### src/rtl/mem_ctrl_if.sv
// mem_ctrl_if: request port and byte-bus signals of mem_ctrl.
// master = requester plus memory responder; slave = the controller.
interface mem_ctrl_if;
  logic        I_enable;
  logic [1:0]  I_memory_mode;
  logic [1:0]  I_memory_size;
  logic [15:0] I_addr;
  logic [15:0] I_data;
  logic [15:0] O_data;
  logic        O_busy;
  logic        O_done;
  logic        O_error;
  logic        O_mem_req;
  logic        O_mem_we;
  logic [15:0] O_mem_addr;
  logic [7:0]  O_mem_wdata;
  logic [7:0]  I_mem_rdata;
  logic        I_mem_ack;

  modport master (
    output I_enable,
    output I_memory_mode,
    output I_memory_size,
    output I_addr,
    output I_data,
    output I_mem_rdata,
    output I_mem_ack,
    input  O_data,
    input  O_busy,
    input  O_done,
    input  O_error,
    input  O_mem_req,
    input  O_mem_we,
    input  O_mem_addr,
    input  O_mem_wdata
  );

  modport slave (
    input  I_enable,
    input  I_memory_mode,
    input  I_memory_size,
    input  I_addr,
    input  I_data,
    input  I_mem_rdata,
    input  I_mem_ack,
    output O_data,
    output O_busy,
    output O_done,
    output O_error,
    output O_mem_req,
    output O_mem_we,
    output O_mem_addr,
    output O_mem_wdata
  );
endinterface

### src/rtl/mem_ctrl.sv
// mem_ctrl: 1/2-byte little-endian access over a byte bus.
// Define MEM_CTRL_TIMEOUT_EN to enable the 8-bit ack watchdog.
module mem_ctrl (
  input  logic      I_clk,
  input  logic      I_reset_n,
  mem_ctrl_if.slave bus
);
  localparam logic [1:0] MEM_NOP   = 2'd0;
  localparam logic [1:0] MEM_READ  = 2'd1;
  localparam logic [1:0] MEM_WRITE = 2'd2;

  localparam logic [1:0] S_IDLE  = 2'd0;
  localparam logic [1:0] S_BYTE0 = 2'd1;
  localparam logic [1:0] S_BYTE1 = 2'd2;
  localparam logic [1:0] S_DONE  = 2'd3;

  logic [1:0]  state_q;
  logic [1:0]  state_d;
  logic [15:0] addr_q;
  logic [15:0] data_q;
  logic [15:0] rdata_q;
  logic [7:0]  lo_q;
  logic        write_q;
  logic        wide_q;
  logic        err_q;
  logic        start;
  logic        legal;
  logic        req;
  logic        ack;
  logic        timeout;

  assign start = bus.I_enable &&
                 (bus.I_memory_mode == MEM_READ ||
                  bus.I_memory_mode == MEM_WRITE);
  assign legal = bus.I_memory_size == 2'd1 ||
                 bus.I_memory_size == 2'd2;
  assign req   = state_q == S_BYTE0 ||
                 state_q == S_BYTE1;
  assign ack   = req && bus.I_mem_ack;

`ifdef MEM_CTRL_TIMEOUT_EN
  logic [7:0] wd_q;

  // 255th edge without ack is when the count reads 254
  assign timeout = req && !bus.I_mem_ack &&
                   wd_q == 8'd254;

  always_ff @(posedge I_clk or negedge I_reset_n) begin
    if (!I_reset_n) begin
      wd_q <= 8'd0;
    end else if (!req || ack) begin
      wd_q <= 8'd0;
    end else begin
      wd_q <= wd_q + 8'd1;
    end
  end
`else
  assign timeout = 1'b0;
`endif

  always_comb begin
    state_d = state_q;
    unique case (state_q)
      S_IDLE: begin
        if (start) begin
          state_d = legal ? S_BYTE0 : S_DONE;
        end
      end
      S_BYTE0: begin
        if (timeout) begin
          state_d = S_DONE;
        end else if (ack) begin
          state_d = wide_q ? S_BYTE1 : S_DONE;
        end
      end
      S_BYTE1: begin
        if (timeout || ack) begin
          state_d = S_DONE;
        end
      end
      default: state_d = S_IDLE;
    endcase
  end

  always_ff @(posedge I_clk or negedge I_reset_n) begin
    if (!I_reset_n) begin
      state_q <= S_IDLE;
      addr_q  <= 16'd0;
      data_q  <= 16'd0;
      write_q <= 1'b0;
      wide_q  <= 1'b0;
      err_q   <= 1'b0;
    end else begin
      state_q <= state_d;
      if (state_q == S_IDLE && start) begin
        addr_q  <= bus.I_addr;
        data_q  <= bus.I_data;
        write_q <= bus.I_memory_mode == MEM_WRITE;
        wide_q  <= bus.I_memory_size == 2'd2;
        err_q   <= !legal;
      end else if (timeout) begin
        err_q <= 1'b1;
      end
    end
  end

  // O_data only changes on the edge that enters DONE
  always_ff @(posedge I_clk or negedge I_reset_n) begin
    if (!I_reset_n) begin
      lo_q    <= 8'd0;
      rdata_q <= 16'd0;
    end else if (ack && !write_q) begin
      if (state_q == S_BYTE1) begin
        rdata_q <= {bus.I_mem_rdata, lo_q};
      end else if (wide_q) begin
        lo_q <= bus.I_mem_rdata;
      end else begin
        rdata_q <= {8'h00, bus.I_mem_rdata};
      end
    end
  end

  assign bus.O_data      = rdata_q;
  assign bus.O_busy      = req;
  assign bus.O_done      = state_q == S_DONE;
  assign bus.O_error     = state_q == S_DONE && err_q;
  assign bus.O_mem_req   = req;
  assign bus.O_mem_we    = req && write_q;
  assign bus.O_mem_addr  = (state_q == S_BYTE1) ?
                           addr_q + 16'd1 : addr_q;
  assign bus.O_mem_wdata = (state_q == S_BYTE1) ?
                           data_q[15:8] : data_q[7:0];
endmodule

### src/flat_wrapper.sv
// flat-port wrapper written by rule: the top's interface ports become plain ports
module mem_ctrl_flat 
  (I_clk, I_reset_n, bus_I_enable, bus_I_memory_mode, bus_I_memory_size, bus_I_addr, bus_I_data, bus_I_mem_rdata, bus_I_mem_ack, bus_O_data, bus_O_busy, bus_O_done, bus_O_error, bus_O_mem_req, bus_O_mem_we, bus_O_mem_addr, bus_O_mem_wdata);
  mem_ctrl_if bus_i ();
  input  logic I_clk;
  input  logic I_reset_n;
  input wire logic [$bits(bus_i.I_enable)-1:0] bus_I_enable;
  input wire logic [$bits(bus_i.I_memory_mode)-1:0] bus_I_memory_mode;
  input wire logic [$bits(bus_i.I_memory_size)-1:0] bus_I_memory_size;
  input wire logic [$bits(bus_i.I_addr)-1:0] bus_I_addr;
  input wire logic [$bits(bus_i.I_data)-1:0] bus_I_data;
  input wire logic [$bits(bus_i.I_mem_rdata)-1:0] bus_I_mem_rdata;
  input wire logic [$bits(bus_i.I_mem_ack)-1:0] bus_I_mem_ack;
  output wire logic [$bits(bus_i.O_data)-1:0] bus_O_data;
  output wire logic [$bits(bus_i.O_busy)-1:0] bus_O_busy;
  output wire logic [$bits(bus_i.O_done)-1:0] bus_O_done;
  output wire logic [$bits(bus_i.O_error)-1:0] bus_O_error;
  output wire logic [$bits(bus_i.O_mem_req)-1:0] bus_O_mem_req;
  output wire logic [$bits(bus_i.O_mem_we)-1:0] bus_O_mem_we;
  output wire logic [$bits(bus_i.O_mem_addr)-1:0] bus_O_mem_addr;
  output wire logic [$bits(bus_i.O_mem_wdata)-1:0] bus_O_mem_wdata;
  assign bus_i.I_enable = bus_I_enable;
  assign bus_i.I_memory_mode = bus_I_memory_mode;
  assign bus_i.I_memory_size = bus_I_memory_size;
  assign bus_i.I_addr = bus_I_addr;
  assign bus_i.I_data = bus_I_data;
  assign bus_i.I_mem_rdata = bus_I_mem_rdata;
  assign bus_i.I_mem_ack = bus_I_mem_ack;
  assign bus_O_data = bus_i.O_data;
  assign bus_O_busy = bus_i.O_busy;
  assign bus_O_done = bus_i.O_done;
  assign bus_O_error = bus_i.O_error;
  assign bus_O_mem_req = bus_i.O_mem_req;
  assign bus_O_mem_we = bus_i.O_mem_we;
  assign bus_O_mem_addr = bus_i.O_mem_addr;
  assign bus_O_mem_wdata = bus_i.O_mem_wdata;
  mem_ctrl u_core (.I_clk(I_clk), .I_reset_n(I_reset_n), .bus(bus_i));
endmodule
### config.mk
export PLATFORM = sky130hd
export DESIGN_NAME = mem_ctrl_flat
export DESIGN_NICKNAME = d
export VERILOG_FILES = /design/src/rtl/mem_ctrl_if.sv /design/src/rtl/mem_ctrl.sv /design/src/flat_wrapper.sv
export SDC_FILE = /design/constraint.sdc
export NUM_CORES = 1
export LEC_CHECK = 0
export ABC_AREA = 1
export CAP_MARGIN = 20
export CORE_MARGIN = 1
export CORE_UTILIZATION = 43
export CTS_CLUSTER_SIZE = 25
export DETAILED_ROUTE_END_ITERATION = 12
export HOLD_SLACK_MARGIN = 0.03
export PLACE_DENSITY = 0.87
export SETUP_SLACK_MARGIN = 0.1
export SYNTH_ARGS = -nofsm -noshare
export SYNTH_HDL_FRONTEND = slang
export SYNTH_SLANG_ARGS = --single-unit
### constraint.sdc
create_clock -name I_clk -period 1.6 [get_ports I_clk]
set_clock_uncertainty 0.2 [all_clocks]
set_input_delay 0.32 -clock I_clk [delete_from_list [all_inputs] [get_ports I_clk]]
set_output_delay 0.32 -clock I_clk [all_outputs]
set_load 0.01 [all_outputs]
==> results of run 1 <==
## cell families (layout without fill, tap and decap cells)
family,count (synthesis),count (layout),synth area share
buf+inv,54,240,0.0800
compound gates,46,46,0.0858
xor+xnor,9,9,0.0243
fa+ha+maj,7,7,0.0270
mux,26,26,0.116
simple gates,142,142,0.196
flops,61,61,0.471
## per-layer routing
layer  up-vias  GRT usage  part of all wire
met5         -          0                 0
met4         0     0.0953             0.026
met3        32     0.0737             0.060
met2       141      0.440              0.53
met1      1525      0.311              0.39
li1       1476          -                 -
## worst max-delay path: cells and delay by family (launching register included)
| kind | cells | cell delay [ns] |
|---|---|---|
| xor+xnor | 1 | 0.21 |
| flops | 1 | 0.38 |
| buf+inv | 4 | 0.54 |
| simple gates | 2 | 0.30 |
## per-stage QoR
stage          utilization  hold WS [ns]
2_1_floorplan            -        -0.176
3_3_place_gp         0.643         0.151
3_5_place_dp         0.643         0.155
4_1_cts              0.741         0.281
5_1_grt              0.771         0.311
6_report             0.771         0.279
## worst max-delay path by stage
stage,end,slack (ns)
2_1_floorplan,bus_O_mem_addr[6],-0.21
4_1_cts,bus_O_mem_addr[14],-0.71
3_3_place_gp,bus_O_mem_addr[15],-0.60
3_5_place_dp,bus_O_mem_addr[15],-0.68
5_1_grt,bus_O_mem_addr[14],-0.82
6_report,bus_O_mem_addr[7],-0.69
## power breakdown
group          switching (mW)  leakage, nW  total [mW]  internal [mW]
combinational            3.35         1.91        7.04           3.69
clock                   0.619        0.101        1.41          0.791
sequential              0.585        0.724        2.89           2.30
## what timing repair did
item | 4_1_cts | 5_1_grt
endpoints found under the setup margin | 106 | 104
hold endpoints to repair | 61 | 0
hold buffers | 1 | 0
setup buffers | 33 | 13
gates cloned | 5 | 1
gates resized for setup | 218 | 65
pin swaps | 20 | 18
## cells in the mapped netlist
| cell type | count |
|---|---|
| buf_2 | 3 |
| nor3_4 | 1 |
| o21ai_2 | 8 |
| o21bai_1 | 1 |
| buf_6 | 6 |
| mux2_2 | 4 |
| clkbuf_1 | 1 |
| nand3b_1 | 1 |
| nand3_4 | 1 |
| nand3_1 | 17 |
| o21ai_0 | 16 |
| nand4_1 | 5 |
| o21ai_1 | 2 |
| mux2_4 | 22 |
| nor3_1 | 1 |
| buf_1 | 1 |
| nor2_2 | 3 |
| nand2_2 | 3 |
| nor3_2 | 2 |
| inv_1 | 40 |
| ha_1 | 7 |
| nor2_1 | 27 |
| nor2_4 | 1 |
| xnor2_1 | 1 |
| dfrtp_1 | 61 |
| a21oi_1 | 15 |
| a21oi_2 | 4 |
| buf_4 | 2 |
| xor2_1 | 8 |
| nand2_1 | 80 |
| inv_2 | 1 |
## flip-flops by register name, indices dropped and copies added (netlist names)
name,flops
u_core.addr_q,16
u_core.bus.O_data,16
u_core.data_q,16
u_core.err_q,1
u_core.lo_q,8
u_core.state_q,2
u_core.wide_q,1
u_core.write_q,1
## cell usage in the layout (no fill, tap or decap), types with 2 or more instances in the layout
cell,n
buf_4,59
dfrtp_1,59
nand2_1,57
clkdlybuf4s50_1,46
inv_1,34
buf_6,32
buf_2,24
mux2_4,22
nand2_2,21
nor2_4,16
a21oi_2,12
nand3_1,11
clkbuf_8,11
clkbuf_2,10
o21ai_2,9
o21ai_1,9
nor2_1,8
o21ai_0,8
nor2_2,7
a21oi_1,6
nand4_1,5
inv_2,5
buf_12,5
nand3_4,4
xor2_2,4
xor2_1,4
mux2_2,4
ha_4,4
buf_16,4
nor3_4,3
nand3_2,3
nand2_4,3
inv_4,2
nand2_8,2
ha_1,2
clkinv_2,2
dfrtp_2,2
## area by class of cell
type,instances,share of cell area
multi-input combinational,230,0.336
timing repair buffer,184,0.304
sequential,61,0.274
inverter,41,0.0284
clock buffer,11,0.0271
tap,99,0.0222
clock inverter,4,0.00851
==> impl_metrics.tcl, run 1 <==
set metrics [dict create \
    dieWidth_um 88.8 \
    start_kind "flop" \
    totalWireLength_um 10500 \
    grtUsageTotal 0.258 \
    setup_tns_ns -48.72 \
    die_y_um 88.8 \
    synthToLayoutAreaGrowth_pct 72.6 \
    nets 582 \
    slowest_stage "dfrtp_1" \
    synth_seq_cells 61 \
    initial_core_util 0.446 \
    crit_arrival_ns 1.77 \
    finalPower_mw 11.3 \
    n_antenna_cell 0 \
    ys_warn_count 0 \
    cp-startpoint "u_core.addr_q[0]$_DFFE_PN0P_" \
    maxSlewViolCount 0 \
    synth_top_area_cell "dfrtp_1" \
    rr_endpoint "u_core.bus.O_data[3]$_DFFE_PN0P_" \
    worst_slew_pin_slew_ns 0.361 \
    drtIter0Drc 126 \
    holdCritPathClass "reg2reg" \
    min_from "u_core.lo_q[7]$_DFFE_PN0P_" \
    synth_area_leaders "dfrtp_1 47%, mux2_4 10%, nand2_1 9.3%" \
    cts.htree.levels 3 \
    max-vdd-ir-drop_mv 1.05 \
    outcome "finished, violations left" \
    drtAntennaViolNets 0 \
    rr_startpoint "u_core.state_q[1]$_DFFE_PN0P_" \
    clockBufferDepth 2 \
    path_common_cell "buf_4" \
    cts_tree "done" \
    antenna_found_initial 0 \
    slew_headroom 0.759 \
    pin_count 93 \
    max-cap-violations 0 \
    post-route-period-util 1.43 \
    grt_max_degree 62 \
    fin_area_um2 5590 \
    root_buffer "clkbuf_8" \
    crit_type "reg2out" \
    clkTransAtPathRegs_ns 0.07 \
    stdcell_count 630 \
    num_vias 3174 \
    syn_inst 345 \
    place_inst 564 \
    cts_buffers 9 \
    synth_cell_types 31 \
    finalSetupViolations 90 \
    gp_congestion 0.841 \
    cp_data_required_time_ns 1.08 \
    post-route-min-period_ns 2.29 \
    ff2ff_path_depth 13 \
    whs_path_depth 2 \
    cpPeakStageDelay_ns 0.38 \
    wl_per_cell_um 16.7 \
    hold_violations 0 \
    nFillCells 438 \
    core-area_um2 7250 \
    rows 31 \
    drive_gt1_frac 0.522 \
    grt_overflow 0 \
    drc_errors 0 \
    powerDensity_nw_per_um2 2030 \
    leakagePower_nw 2.73 \
    viasPerCell 5.04 \
    dr.pass1.iters 4 \
    regArea_um2 1530 \
    synth_top_area_share 0.471 \
    syn_nets 400 \
    port_buffers 92 \
    synth_area_um2 3240 \
    dpl_cell_area_um2 4670 \
    crit_fanout 3 \
    grt_first_pass_wirelength_um 15100 \
    grt_pass1_vias 3089 \
    whs_endpoint "u_core.lo_q[7]$_DFFE_PN0P_" \
    worst_slack_ns -0.689 \
    path_cells "buf_4 -> buf_6 -> nand3_4 -> buf_4 -> nor3_2 -> xor2_1 -> buf_2" \
    cts_num_sinks 61 \
    violations "negative setup slack" \
    critPathCaptureType "output port" \
    max_freq_mhz 437 \
    hpwl_um 5830 \
    syn_area_per_cell_um2 9.39 \
    dp_slack_ns -0.676 \
    reg2reg_slack_ns -0.66 \
    multi_input_area_um2 1880 \
    die_area_um2 7880 \
    clk_latency_ns 0.33 \
    rsz0062_at_grt "true" \
    ys_seq_area_frac 0.471 \
]
Note: power is estimated with default switching activity, not from simulation.
==> inputs of run 2 (changes only) <==
--- a/config.mk
+++ b/config.mk
@@ -13,6 +13,7 @@
 export DETAILED_ROUTE_END_ITERATION = 12
 export HOLD_SLACK_MARGIN = 0.03
 export PLACE_DENSITY = 0.87
+export REMOVE_ABC_BUFFERS = 1
 export SETUP_SLACK_MARGIN = 0.1
 export SYNTH_ARGS = -nofsm -noshare
 export SYNTH_HDL_FRONTEND = slang
==> impl_metrics.tcl, run 2 (same netlist as run 1, synthesis figures left out) <==
set metrics [dict create \
    pin_count 93 \
    max-vdd-ir-drop_mv 1.05 \
    worst_slew_pin_slew_ns 0.338 \
    hpwl_um 5680 \
    viasPerCell 5.33 \
    post-route-period-util 1.55 \
    initial_core_util 0.446 \
    wl_per_cell_um 18.9 \
    die_area_um2 7880 \
    outcome "finished, violations left" \
    drtIter0Drc 255 \
    port_buffers 92 \
    root_buffer "clkbuf_8" \
    grt_overflow 0 \
    final_common_cell "dfrtp_1" \
    leakagePower_nw 2.69 \
    drtAntennaViolNets 0 \
    stdcell_count 621 \
    synthToLayoutAreaGrowth_pct 69.7 \
    crit_fanout 7 \
    drc_errors 2 \
    whs_path_depth 4 \
    crit_arrival_ns 1.96 \
    dieWidth_um 88.8 \
    grt_first_pass_wirelength_um 15400 \
    nets 572 \
    totalWireLength_um 11700 \
    cts_tree "done" \
    min_from "bus_I_memory_mode[0]" \
    violations "design-rule violations, negative setup slack" \
    maxSlewViolCount 0 \
    cp_data_required_time_ns 1.08 \
    place_inst 562 \
    rr_startpoint "u_core.state_q[1]$_DFFE_PN0P_" \
    whs_endpoint "u_core.write_q$_DFFE_PN0P_" \
    cts_num_sinks 61 \
    num_vias 3307 \
    rr_endpoint "u_core.bus.O_data[3]$_DFFE_PN0P_" \
    crit_type "reg2out" \
    core-area_um2 7250 \
    n_antenna_cell 0 \
    drive_gt1_frac 0.479 \
    die_y_um 88.8 \
    grt_max_degree 62 \
    reg2reg_slack_ns -0.58 \
    worst_slack_ns -0.878 \
    max_freq_mhz 404 \
    grtUsageTotal 0.263 \
    hold_violations 0 \
    nFillCells 447 \
    dr.pass1.iters 10 \
    clk_latency_ns 0.35 \
    rsz0062_at_grt "true" \
    final_cell_mix "60 x dfrtp_1, 51 x nand2_1, 45 x clkdlybuf4s50_1, 45 x buf_4, 37 x inv_1" \
    rows 31 \
    cts.htree.levels 3 \
    cts_buffers 9 \
    holdCritPathClass "in2reg" \
    finalSetupViolations 90 \
    final_util 0.757 \
    post-route-min-period_ns 2.48 \
    clkTransAtPathRegs_ns 0.08 \
    start_kind "flop" \
    antenna_found_initial 0 \
    gp_congestion 0.871 \
    grt_pass1_vias 3213 \
    ff2ff_path_depth 12 \
    clockBufferDepth 2 \
    powerDensity_nw_per_um2 2080 \
    max-cap-violations 0 \
    critPathCaptureType "output port" \
    slew_headroom 0.775 \
]
run 2: cell types whose count changed in the layout (fill, tap and decap cells not counted), moves of 5 or more:
cell and delta:
a21oi_1 +5, buf_4 -14, nor2_4 -6, a21oi_2 -5, nor2_1 +7, nand2_1 -6
run 2: how the worst max path moves through the flow:
| stage | startpoint | to | slack, ns | cells after the start |
|---|---|---|---|---|
| finish | u_core.state_q[0]$_DFFE_PN0P_ | bus_O_mem_addr[9] | -0.88 | 8 |
| global route | u_core.state_q[0]$_DFFE_PN0P_ | bus_O_mem_addr[9] | -0.91 | 8 |
| CTS | u_core.state_q[0]$_DFFE_PN0P_ | bus_O_mem_addr[6] | -0.73 | 8 |
| detailed placement | u_core.state_q[0]$_DFFE_PN0P_ | bus_O_mem_addr[15] | -0.86 | 9 |
| global placement | u_core.state_q[0]$_DFFE_PN0P_ | bus_O_mem_addr[15] | -0.81 | 9 |
| floorplan | u_core.state_q[0]$_DFFE_PN0P_ | bus_O_mem_addr[10] | -0.91 | 6 |
run 2: power by group:
group / leakage, nW / internal, mW / switching, mW
clock network: 0.0964 / 0.758 / 0.651
registers: 0.725 / 2.30 / 0.680
logic: 1.87 / 3.60 / 3.46
total: 2.69 / 6.66 / 4.79
run 2: area by class of cell:
type	instances	area [um^2]	share of cell area
Clock buffer	12	145	0.0264
Clock inverter	4	47.5	0.00865
Inverter	41	159	0.0289
Multi-Input combinational cell	231	1840	0.336
Sequential cell	61	1530	0.278
Tap cell	99	124	0.0225
Timing Repair Buffer	173	1650	0.300
run 2: worst max-delay path, cell delays in order, from the launching register on:
cell and delay, ns:
dfrtp_1 0.39, inv_2 0.08, ha_4 0.21, nand3_4 0.10, nor2_4 0.14, buf_6 0.12, nand2_4 0.08, xnor2_2 0.28
buf_2 0.20
run 2: repair_timing:
item                       4_1_cts  5_1_grt
hold endpoints to repair        61        0
gates resized for setup        226       78
hold buffers                     1        0
gates cloned                     4        4
setup buffers                   27       12
setup endpoints to repair      106      104
pin swaps                       23       19
run 2: routing by layer:
layer / global-route usage / wire (um) / vias up
met2: 0.432 / 5760 / 199
met3: 0.0700 / 802 / 65
met1: 0.323 / 4600 / 1581
li1: - / - / 1462
met5: 0 / 0 / -
met4: 0.125 / 557 / 0
run 2: stage by stage:
step | setup WS (ns) | total power [mW] | hold slack (ns) | area [um^2] | TNS (ns)
after floorplan | -0.907 | 5.32 | -0.176 | 3130 | -35.80
after global placement | -0.815 | 7.79 | 0.151 | 4500 | -42.61
after detailed placement | -0.864 | 7.97 | 0.156 | 4500 | -44.98
after CTS | -0.731 | 10.1 | 0.284 | 5200 | -33.17
after global routing | -0.911 | 12.0 | 0.270 | 5490 | -48.96
final | -0.878 | 11.5 | 0.252 | 5490 | -44.08
==> inputs of run 3 (changes only) <==
--- a/config.mk
+++ b/config.mk
@@ -8,11 +8,12 @@
 export ABC_AREA = 1
 export CAP_MARGIN = 20
 export CORE_MARGIN = 1
-export CORE_UTILIZATION = 43
+export CORE_UTILIZATION = 57
 export CTS_CLUSTER_SIZE = 25
 export DETAILED_ROUTE_END_ITERATION = 12
+export DONT_BUFFER_PORTS = 1
 export HOLD_SLACK_MARGIN = 0.03
-export PLACE_DENSITY = 0.87
+export PLACE_DENSITY = 0.86
 export REMOVE_ABC_BUFFERS = 1
 export SETUP_SLACK_MARGIN = 0.1
 export SYNTH_ARGS = -nofsm -noshare
==> constraint.sdc (replaced) <==
create_clock -name I_clk -period 2.2 [get_ports I_clk]
set_clock_uncertainty 0.2 [all_clocks]
set_input_delay 0.44 -clock I_clk [delete_from_list [all_inputs] [get_ports I_clk]]
set_output_delay 0.44 -clock I_clk [all_outputs]
set_load 0.01 [all_outputs]
==> impl_metrics.tcl, run 3 (same netlist as run 1, synthesis figures left out) <==
set metrics [dict create \
    outcome "finished, violations left" \
    violations "negative setup slack" \
    root_buffer "clkbuf_8" \
    die_y_um 77.4 \
    cp-startpoint "u_core.state_q[0]$_DFFE_PN0P_" \
    maxSlewViolCount 0 \
    drtIter0Drc 247 \
    post-route-min-period_ns 2.23 \
    clkTransAtPathRegs_ns 0.06 \
    finalSetupViolations 5 \
    initial_core_util 0.588 \
    drc_errors 0 \
    critPathCaptureType "output port" \
    start_kind "flop" \
    crit_fanout 5 \
    final_util 0.731 \
    rr_endpoint "u_core.bus.O_data[7]$_DFFE_PN0P_" \
    final_cell_mix "56 x nand2_1, 56 x dfrtp_1, 34 x inv_1" \
    core-area_um2 5510 \
    cts_buffers 9 \
    worst_slack_ns -0.0328 \
    powerDensity_nw_per_um2 1560 \
    rr_startpoint "u_core.state_q[1]$_DFFE_PN0P_" \
    cp_data_required_time_ns 1.56 \
    hpwl_um 4610 \
    cts.htree.levels 3 \
    nets 424 \
    gp_congestion 0.821 \
    setup_tns_ns -0.0950 \
    hold_violations 0 \
    dp_slack_ns -0.0101 \
    path_buf_inv 3 \
    grtUsageTotal 0.249 \
    worst_hold_slack_ns 0.0612 \
    rsz0062_at_grt "true" \
    crit_type "reg2out" \
    leakagePower_nw 2.01 \
    cpPeakStageDelay_ns 0.38 \
    cts_num_sinks 61 \
    nFillCells 381 \
    wl_per_cell_um 16.4 \
    path_cells "inv_2 -> ha_4 -> nand3_4 -> nor2_4 -> buf_6 -> nand3_2 -> nand2_1 -> nand2_1 -> inv_2" \
    clk_latency_ns 0.32 \
    die_area_um2 5990 \
    port_buffers 0 \
    slew_headroom 0.799 \
    slowest_stage "dfrtp_1" \
    holdCritPathClass "in2reg" \
    worst_slew_pin_slew_ns 0.301 \
    max_freq_mhz 448 \
    crit_cells 9 \
    rows 27 \
    drive_gt1_frac 0.374 \
    grt_overflow 0 \
    num_vias 2481 \
    cpLargestDelayFamily "simple AND/OR/NAND/NOR gates" \
    n_antenna_cell 0 \
    antenna_found_initial 0 \
    clockBufferDepth 2 \
    synthToLayoutAreaGrowth_pct 24.3 \
    max-cap-violations 0 \
    cts_tree "done" \
    dr.pass1.iters 6 \
    grt_max_degree 62 \
    totalWireLength_um 7280 \
    dieWidth_um 77.4 \
    grt_pass1_vias 2460 \
    post-route-period-util 1.01 \
    viasPerCell 5.59 \
    drtAntennaViolNets 0 \
    grt_first_pass_wirelength_um 11600 \
    max-vdd-ir-drop_mv 0.844 \
    crit_arrival_ns 1.59 \
    ff2ff_path_depth 10 \
    crit_end "bus_O_mem_addr[11]" \
    reg2reg_slack_ns 0.18 \
    pin_count 93 \
]
## run 3: worst register-to-register path, cell delays in order (launching register included)
cell and delay [ns]:
dfrtp_1 0.42, ha_4 0.21, buf_6 0.14, buf_6 0.12, buf_12 0.11, clkbuf_16 0.15
nor2_4 0.16, nor3_4 0.05, buf_6 0.18, nor2_1 0.14, a21oi_2 0.04
## run 3: per-stage QoR
step / cells / area, um^2 / total power [mW]
after global placement: 412 / 3310 / 4.35
after CTS: 435 / 3700 / 5.67
after floorplan: 332 / 3130 / 3.87
final: 444 / 4020 / 6.30
after detailed placement: 412 / 3310 / 4.48
after global routing: 444 / 4020 / 6.72
## run 3: report_power, final
part / leakage (nW) / switching [mW] / internal [mW]
Combinational: 1.20 / 1.72 / 1.45
Clock: 0.0881 / 0.406 / 0.455
Sequential: 0.721 / 0.584 / 1.68
## run 3: final cells by class
type / count / area [um^2] / share of cell area
Clock inverter: 2 / 10.0 / 0.00249
Inverter: 41 / 156 / 0.0389
Clock buffer: 12 / 155 / 0.0386
Timing Repair Buffer: 26 / 312 / 0.0774
Sequential cell: 61 / 1530 / 0.381
Tap cell: 72 / 90.1 / 0.0224
Multi-Input combinational cell: 230 / 1770 / 0.439
## run 3: worst min-delay path by stage
stage	startpoint	end	slack [ns]	depth (start not counted)
final	bus_I_addr[7]	u_core.addr_q[7]$_DFFE_PN0P_	0.06	1
after global routing	bus_I_addr[7]	u_core.addr_q[7]$_DFFE_PN0P_	0.04	1
after detailed placement	I_reset_n	u_core.bus.O_data[10]$_DFFE_PN0P_	-0.05	0
after floorplan	I_reset_n	u_core.addr_q[0]$_DFFE_PN0P_	-0.06	0
after CTS	bus_I_data[6]	u_core.data_q[6]$_DFFE_PN0P_	0.05	1
after global placement	I_reset_n	u_core.lo_q[2]$_DFFE_PN0P_	-0.05	0
## run 3: per-layer routing
metal,part of all wire,track usage
met5,0,0
met4,0.034,0.117
met3,0.058,0.0718
met2,0.51,0.411
met1,0.40,0.301
## run 3: what timing repair did
action,in CTS,in global routing
hold buffers,2,0
pin swaps,6,17
cloned,0,1
endpoints found under the setup margin,24,33
gates resized for setup,32,60
hold endpoints to repair,61,0
setup buffers,7,9
